**config.mk**
```make
export PLATFORM = sky130hd
export DESIGN_NAME = sha256_block_sequencer
export DESIGN_NICKNAME = d
export VERILOG_FILES = /design/src/rtl/sha256_block_sequencer.sv
export SDC_FILE = /design/constraint.sdc
export NUM_CORES = 1
export LEC_CHECK = 0
export ABC_CLOCK_PERIOD_IN_PS = 3270
export CAP_MARGIN = 20
export CORE_AREA = 8 8 93 95
export CTS_CLUSTER_SIZE = 8
export DETAILED_ROUTE_END_ITERATION = 7
export DIE_AREA = 0 0 101 103
export HOLD_SLACK_MARGIN = 0.02
export MAX_ROUTING_LAYER = met4
export PLACE_DENSITY = 0.64
export SYNTH_ARGS = -nofsm -noshare
export SYNTH_HDL_FRONTEND = slang
export SYNTH_SLANG_ARGS = --single-unit
```
**constraint.sdc**
```tcl
create_clock -name clock -period 3.27 [get_ports clock]
set_input_delay 0.327 -clock clock [delete_from_list [all_inputs] [get_ports clock]]
set_output_delay 0.327 -clock clock [all_outputs]
set_load 0.02 [all_outputs]
```
**src/rtl/sha256_block_sequencer.sv**
```systemverilog
// Control sequencer for one SHA-256 block: hash init, 16-word message fetch,
// 64 compression rounds, final hash addition and a completion pulse.
module sha256_block_sequencer #(
    parameter int ADDR_W = 16,
    parameter int WORDS  = 16,
    parameter int ROUNDS = 64
) (
    input  logic              clock,
    input  logic              reset,
    input  logic              start,
    input  logic [ADDR_W-1:0] base_addr,
    output logic              mem_rd_en,
    output logic [ADDR_W-1:0] mem_addr,
    output logic              word_valid,
    output logic [3:0]        word_index,
    output logic              init_en,
    output logic              round_en,
    output logic [5:0]        round_idx,
    output logic              final_en,
    output logic              busy,
    output logic              done
);

    typedef enum logic [2:0] {
        IDLE,
        INIT,
        LOAD,
        ROUND,
        FINAL,
        DONE
    } state_t;

    state_t            state;
    logic [ADDR_W-1:0] base;
    logic [6:0]        cnt;
    logic [6:0]        cnt_nxt;

    assign cnt_nxt = cnt + 7'd1;

    // Outputs are computed for the state/count being entered, so every
    // output is a flop and no input reaches an output combinationally.
    always_ff @(posedge clock) begin
        if (reset) begin
            state      <= IDLE;
            base       <= '0;
            cnt        <= '0;
            mem_rd_en  <= 1'b0;
            mem_addr   <= '0;
            word_valid <= 1'b0;
            word_index <= '0;
            init_en    <= 1'b0;
            round_en   <= 1'b0;
            round_idx  <= '0;
            final_en   <= 1'b0;
            busy       <= 1'b0;
            done       <= 1'b0;
        end else begin
            mem_rd_en  <= 1'b0;
            mem_addr   <= '0;
            word_valid <= 1'b0;
            word_index <= '0;
            init_en    <= 1'b0;
            round_en   <= 1'b0;
            round_idx  <= '0;
            final_en   <= 1'b0;
            done       <= 1'b0;
            case (state)
                IDLE: begin
                    if (start) begin
                        state   <= INIT;
                        base    <= base_addr;
                        cnt     <= '0;
                        init_en <= 1'b1;
                        busy    <= 1'b1;
                    end
                end
                INIT: begin
                    state     <= LOAD;
                    cnt       <= '0;
                    mem_rd_en <= 1'b1;
                    mem_addr  <= base;
                end
                LOAD: begin
                    if (cnt == 7'(WORDS)) begin
                        state    <= ROUND;
                        cnt      <= '0;
                        round_en <= 1'b1;
                    end else begin
                        // word_valid trails the read strobe by the memory's 1-cycle latency
                        cnt        <= cnt_nxt;
                        word_valid <= 1'b1;
                        word_index <= cnt[3:0];
                        if (cnt_nxt < 7'(WORDS)) begin
                            mem_rd_en <= 1'b1;
                            mem_addr  <= base + ADDR_W'(cnt_nxt);
                        end
                    end
                end
                ROUND: begin
                    if (cnt == 7'(ROUNDS - 1)) begin
                        state    <= FINAL;
                        cnt      <= '0;
                        final_en <= 1'b1;
                    end else begin
                        cnt       <= cnt_nxt;
                        round_en  <= 1'b1;
                        round_idx <= cnt_nxt[5:0];
                    end
                end
                FINAL: begin
                    state <= DONE;
                    done  <= 1'b1;
                end
                DONE: begin
                    state <= IDLE;
                    busy  <= 1'b0;
                end
                default: begin
                    state <= IDLE;
                    busy  <= 1'b0;
                end
            endcase
        end
    end

endmodule

```
==> results.sh, run 1 <==
export IMPL_crit_chain="ha_1 > and4_4 > a21boi_1 > nand2b_1 > ha_1 > nand3_1 > a211oi_2 > o2111ai_1 > or4_1 > o21ai_1"
export IMPL_layout_cells_most_common="dfxtp_1"
export IMPL_stdcell_area_mm2=0.00358
export IMPL_max_slew_margin_rel_pct=40.3
export IMPL_worstSetupPathType="flip-flop to flip-flop"
export IMPL_grt_pass1_wl_mm=11.8
export IMPL_final_cell_mix="59 x dfxtp_1, 51 x clkdlybuf4s50_1, 41 x nand2_1"
export IMPL_globalplace_congestion=0.864
export IMPL_critical_path_required_ns=3.54
export IMPL_rsz0062_at_grt="false"
export IMPL_yosys_register_bits=59
export IMPL_track_usage_pct=14.9
export IMPL_tightest_slew_ns=0.888
export IMPL_die_area_mm2=0.0104
export IMPL_finalSetupTns_ns=0
export IMPL_wirelength_mm=7.17
export IMPL_netSwitchingFraction_pct=24.9
export IMPL_vias_per_cell=5.18
export IMPL_pwr_share_comb_pct=12.0
export IMPL_grt_max_degree=31
export IMPL_setup_viol=0
export IMPL_synth_edf_count=0
export IMPL_max_stage_delay_ns=0.49
export IMPL_crit_buf_inv=0
export IMPL_dr_total_vias=2509
export IMPL_core_area_mm2=0.00714
export IMPL_leakage_nw=1.31
export IMPL_ir_worst_vdd_mv=0.225
export IMPL_n_antenna_cell=0
export IMPL_ys_flop_type="dfxtp_1"
export IMPL_cts_max_path_buffers=2
export IMPL_skew_ns=0.00778
export IMPL_synth_area_mm2=0.00277
export IMPL_synth_async_reset_ratio_pct=0
export IMPL_synth_area_leaders="dfxtp_1 43%, nand2_1 5.5%, a21oi_1 5.4%"
export IMPL_area_growth_pct=29.1
export IMPL_grt_pass1_vias=2420
export IMPL_yosys_warnings=0
export IMPL_pwr_density_cell_mw_per_mm2=450
export IMPL_dr_pass1_iters=4
export IMPL_drc=0
export IMPL_rows=31
export IMPL_post_route_util_pct=50.2
export IMPL_cp_start_kind="flip-flop"
export IMPL_cp_slowest_cell="dfxtp_1"
export IMPL_min_delay_path_class="flip-flop to flip-flop"
export IMPL_clkPwrFrac_pct=40.5
export IMPL_cts_sinks=59
export IMPL_crit_family="simple AND/OR/NAND/NOR gates"
export IMPL_cts_root_buf="clkbuf_8"
export IMPL_synthDominantCellAreaShare_pct=42.6
export IMPL_synth_top_area_cell="dfxtp_1"
export IMPL_cts_hold_buffers_added=0
export IMPL_switchingPower_uw=402
export IMPL_cts_buffers=9
export IMPL_maxSlewViolCount=0
export IMPL_max_freq_mhz=336
export IMPL_dpl_hpwl_mm=5.01
export IMPL_cts_tree="built"
export IMPL_hold_violations=0
export IMPL_die_w_um=101
export IMPL_critPathCaptureType="flip-flop"
export IMPL_p_int_mw=1.21
export IMPL_io_pins=52
export IMPL_clock_latency_ns=0.34
export IMPL_cp_data_arrival_time_ns=3.25
export IMPL_io_buffers=51
export IMPL_cts_clk_slew_worst_paths_ns=0.07
export IMPL_drive_gt1_share_pct=6.75
export IMPL_antenna_found_initial=0
export IMPL_finalCriticalPeriod_ns=2.97
export IMPL_post_synth_num_cell_types=54
export IMPL_placed_cell_area_mm2=0.00338
export IMPL_seqPwrFrac_pct=47.5
export IMPL_syn_inst=332
export IMPL_timing_final_crit_share_pct=90.9
export IMPL_drtIter0Drc=186
export IMPL_antenna_left=0
export IMPL_floorplan_initialDensity_pct=38.9
export IMPL_dieHeight_um=103
export IMPL_grt_remaining_overflow=0
export IMPL_critPathMostFrequentCell="ha_1"
export IMPL_h_tree_depth=3
export IMPL_ys_seq_area_share_pct=42.6
export IMPL_cap_violations=0
export IMPL_syn_nets=362
export IMPL_status="finished clean"
export IMPL_nets=411
export IMPL_wire_per_inst_um=14.8
export IMPL_avgSynthCellArea_um2=8.36
export IMPL_cp_max_fo=10
synth_stat cells, types with 6 or more instances:
cell type,instances
a21oi_1,30
a22oi_1,8
a31oi_1,7
and3_1,7
clkbuf_1,18
dfxtp_1,59
ha_1,10
inv_1,11
nand2_1,41
nand2b_1,6
nand3_1,8
nor2_1,32
nor4_1,6
o21ai_1,7
area by class of cell:
| class | instances | area [um2] |
|---|---|---|
| multi-input cells | 242 | 1480 |
| fillers | 714 | 3550 |
| clock inverters | 2 | 35.0 |
| clock buffers | 13 | 159 |
| repair buffers | 58 | 563 |
| flip-flops and latches | 59 | 1180 |
| well taps | 99 | 124 |
| inverters | 11 | 41.3 |
power groups by stage:
stage | Sequential, mW | Combinational (mW) | Clock, mW
final | 0.766 | 0.193 | 0.654
after global routing | 0.769 | 0.217 | 0.697
after CTS | 0.765 | 0.192 | 0.670
after detailed placement | 0.781 | 0.192 | 0
after global placement | 0.780 | 0.190 | 0
after floorplan | 0.780 | 0.116 | 0
final timing paths:
check | from | end | slack, ns | depth (start not counted)
setup reg to reg | cnt[0] | mem_addr[14] | 0.30 | 10
setup / recovery | cnt[0] | mem_addr[14] | 0.30 | 10
hold / removal | base[9] | base[9] | 0.48 | 2
hold reg to reg | base[9] | base[9] | 0.48 | 2
layer usage:
metal,vias up,global-route usage [%],wire length [um]
met5,-,-,0
met4,0,5.96,93
met3,7,4.39,408
met2,78,22.9,3230
met1,1146,18.1,3430
li1,1278,-,-
state kept, by name (all words and copies together), names as in the netlist, 3 cells and up:
name / flops
word_index: 4
round_idx: 6
state: 3
mem_addr: 16
base: 16
cnt: 7
logic make-up after synthesis:
family | count (synthesis) | synth area share [%]
buffers and inverters | 31 | 4.28
AND/OR/NAND/NOR | 134 | 24.3
flip-flops | 59 | 42.6
multiplexers | 3 | 1.08
adder cells (fa/ha/maj) | 11 | 5.23
AO/OA/AOI/OAI | 86 | 20.0
XOR/XNOR | 8 | 2.53
tightest hold or removal path, cell delays in order (launching register included):
cell     delay, ns
dfxtp_1       0.32
nand2_1       0.06
a21oi_1       0.06
metrics by stage:
stage	power [mW]	instances	setup WS [ns]	hold slack, ns
after global routing	1.68	484	0.0455	0.508
after detailed placement	0.972	468	0.268	0.468
after floorplan	0.895	332	0.512	0.444
final	1.61	484	0.297	0.481
after CTS	1.63	483	0.245	0.479
after global placement	0.970	468	0.358	0.460
repair_timing:
item / in CTS / in global routing
buffers inserted: 0 / 0
resized for setup: 0 / 1
hold endpoints to repair: 0 / 0
endpoints found under the setup margin: 0 / 2
No activity file was read; power rests on OpenSTA's default activity.
==> inputs of run 2 (changes only) <==
--- a/config.mk
+++ b/config.mk
@@ -8,6 +8,7 @@
 export ABC_CLOCK_PERIOD_IN_PS = 3270
 export CAP_MARGIN = 20
 export CORE_AREA = 8 8 93 95
+export CTS_BUF_LIST = sky130_fd_sc_hd__clkbuf_4 sky130_fd_sc_hd__clkbuf_8 sky130_fd_sc_hd__clkbuf_16
 export CTS_CLUSTER_SIZE = 8
 export DETAILED_ROUTE_END_ITERATION = 7
 export DIE_AREA = 0 0 101 103
==> results.sh, run 2 (synthesized netlist as in run 1, its figures left out) <==
export IMPL_grt_pass1_vias=2427
export IMPL_drive_gt1_share_pct=7.27
export IMPL_max_freq_mhz=339
export IMPL_pre_cts_ws_ns=0.268
export IMPL_post_cts_buffers=0
export IMPL_cts_tree="built"
export IMPL_wirelength_mm=7.17
export IMPL_cts_hold_buffers_added=0
export IMPL_wl_met2_mm=3.26
export IMPL_max_stage_delay_ns=0.48
export IMPL_met3_length_um=470
export IMPL_io_buffers=51
export IMPL_leakage_nw=1.32
export IMPL_reg_top3="base x16, mem_addr x16, cnt x7"
export IMPL_cap_violations=0
export IMPL_worstSetupPathType="flip-flop to flip-flop"
export IMPL_dr_pass1_iters=4
export IMPL_die_area_mm2=0.0104
export IMPL_antenna_found_initial=0
export IMPL_track_usage_pct=14.9
export IMPL_max_slew_margin_rel_pct=39.6
export IMPL_rows=31
export IMPL_hold_violations=0
export IMPL_ir_worst_vdd_mv=0.225
export IMPL_tightest_slew_ns=0.898
export IMPL_setup_viol=0
export IMPL_vias_per_cell=5.19
export IMPL_antenna_left=0
export IMPL_nets=411
export IMPL_fin_ws_ns=0.323
export IMPL_globalplace_congestion=0.864
export IMPL_cts_root_buf="clkbuf_8"
export IMPL_pwr_density_cell_mw_per_mm2=455
export IMPL_grt_pass1_wl_mm=11.8
export IMPL_core_area_mm2=0.00714
export IMPL_finalSetupTns_ns=0
export IMPL_critPathMostFrequentCell="ha_1"
export IMPL_crit_chain="ha_1 > and4_4 > a21boi_1 > nand2b_1 > ha_1 > nand3_1 > a211oi_2 > o2111ai_1 > or4_1 > o21ai_1"
export IMPL_critPathCaptureType="flip-flop"
export IMPL_wl_met1_mm=3.34
export IMPL_floorplan_initialDensity_pct=38.9
export IMPL_placed_cell_area_mm2=0.00338
export IMPL_io_pins=52
export IMPL_cts_max_path_buffers=2
export IMPL_clock_latency_ns=0.34
export IMPL_h_tree_depth=3
export IMPL_die_w_um=101
export IMPL_status="finished clean"
export IMPL_grt_max_degree=31
export IMPL_stdcell_area_mm2=0.00359
export IMPL_grt_remaining_overflow=0
export IMPL_cts_resized=0
export IMPL_timing_final_crit_share_pct=90.1
export IMPL_finalCriticalPeriod_ns=2.95
export IMPL_cp_max_fo=10
export IMPL_n_antenna_cell=0
export IMPL_rsz0062_at_grt="false"
export IMPL_drc=0
export IMPL_topRoutingLayerUsed="met4"
export IMPL_cp_data_arrival_time_ns=3.22
export IMPL_layout_cells_most_common="dfxtp_1"
export IMPL_cts_sinks=59
export IMPL_skew_ns=0.00775
export IMPL_dr_total_vias=2511
export IMPL_finalPower_mw=1.63
export IMPL_maxSlewViolCount=0
export IMPL_area_growth_pct=29.4
export IMPL_cts_clk_slew_worst_paths_ns=0.07
export IMPL_wire_per_inst_um=14.8
export IMPL_dieHeight_um=103
export IMPL_cp_start_kind="flip-flop"
export IMPL_final_cell_mix="59 x dfxtp_1, 51 x clkdlybuf4s50_1, 41 x nand2_1"
export IMPL_cts_buffers=9
export IMPL_dpl_hpwl_mm=5.01
export IMPL_drtIter0Drc=168
export IMPL_min_delay_path_class="flip-flop to flip-flop"
export IMPL_critical_path_required_ns=3.54
export IMPL_cp_slowest_cell="dfxtp_1"
## run 2: cell count changes in the layout (fill, tap and decap cells not counted)
cell | before | now
clkbuf_1 | 2 | 0
clkbuf_4 | 1 | 3
## run 2: metal layers
layer  track usage (%)  up-vias
met1              18.0     1136
met5                 -        -
met4              5.96        0
li1                  -     1281
met3              4.39        8
met2              23.0       86
## run 2: report_power, final
| part | internal, mW | switching (mW) | total (mW) |
|---|---|---|---|
| logic | 0.0796 | 0.115 | 0.194 |
| clock network | 0.405 | 0.267 | 0.672 |
| registers | 0.742 | 0.0231 | 0.765 |
## run 2: critical path: cells and delay by family, from the launching register on
kind	cells	cell delay, ns
compound gates	4	0.63
fa+ha+maj	2	0.75
flops	1	0.48
simple gates	4	1.04
## run 2: path summary, 6_finish.rpt
kind / end / from / slack (ns) / depth (start not counted)
hold / removal: base[9] / base[9] / 0.48 / 2
setup reg to reg: mem_addr[14] / cnt[0] / 0.32 / 10
hold reg to reg: base[9] / base[9] / 0.48 / 2
setup / recovery: mem_addr[14] / cnt[0] / 0.32 / 10
## run 2: final cells by class
class / count / area [um2]
timing repair buffer: 58 / 563
tap: 99 / 124
clock inverter: 2 / 35.0
inverter: 11 / 41.3
multi-input combinational: 242 / 1480
clock buffer: 13 / 166
sequential: 59 / 1180
fill: 713 / 3550
## run 2: metrics by stage
| stage | utilization [%] | hold slack [ns] | cells |
|---|---|---|---|
| 2_1_floorplan | - | 0.444 | 332 |
| 3_3_place_gp | 47.3 | 0.460 | 468 |
| 3_5_place_dp | 47.3 | 0.468 | 468 |
| 4_1_cts | 50.1 | 0.479 | 483 |
| 5_1_grt | 50.3 | 0.508 | 484 |
| 6_report | 50.3 | 0.481 | 484 |
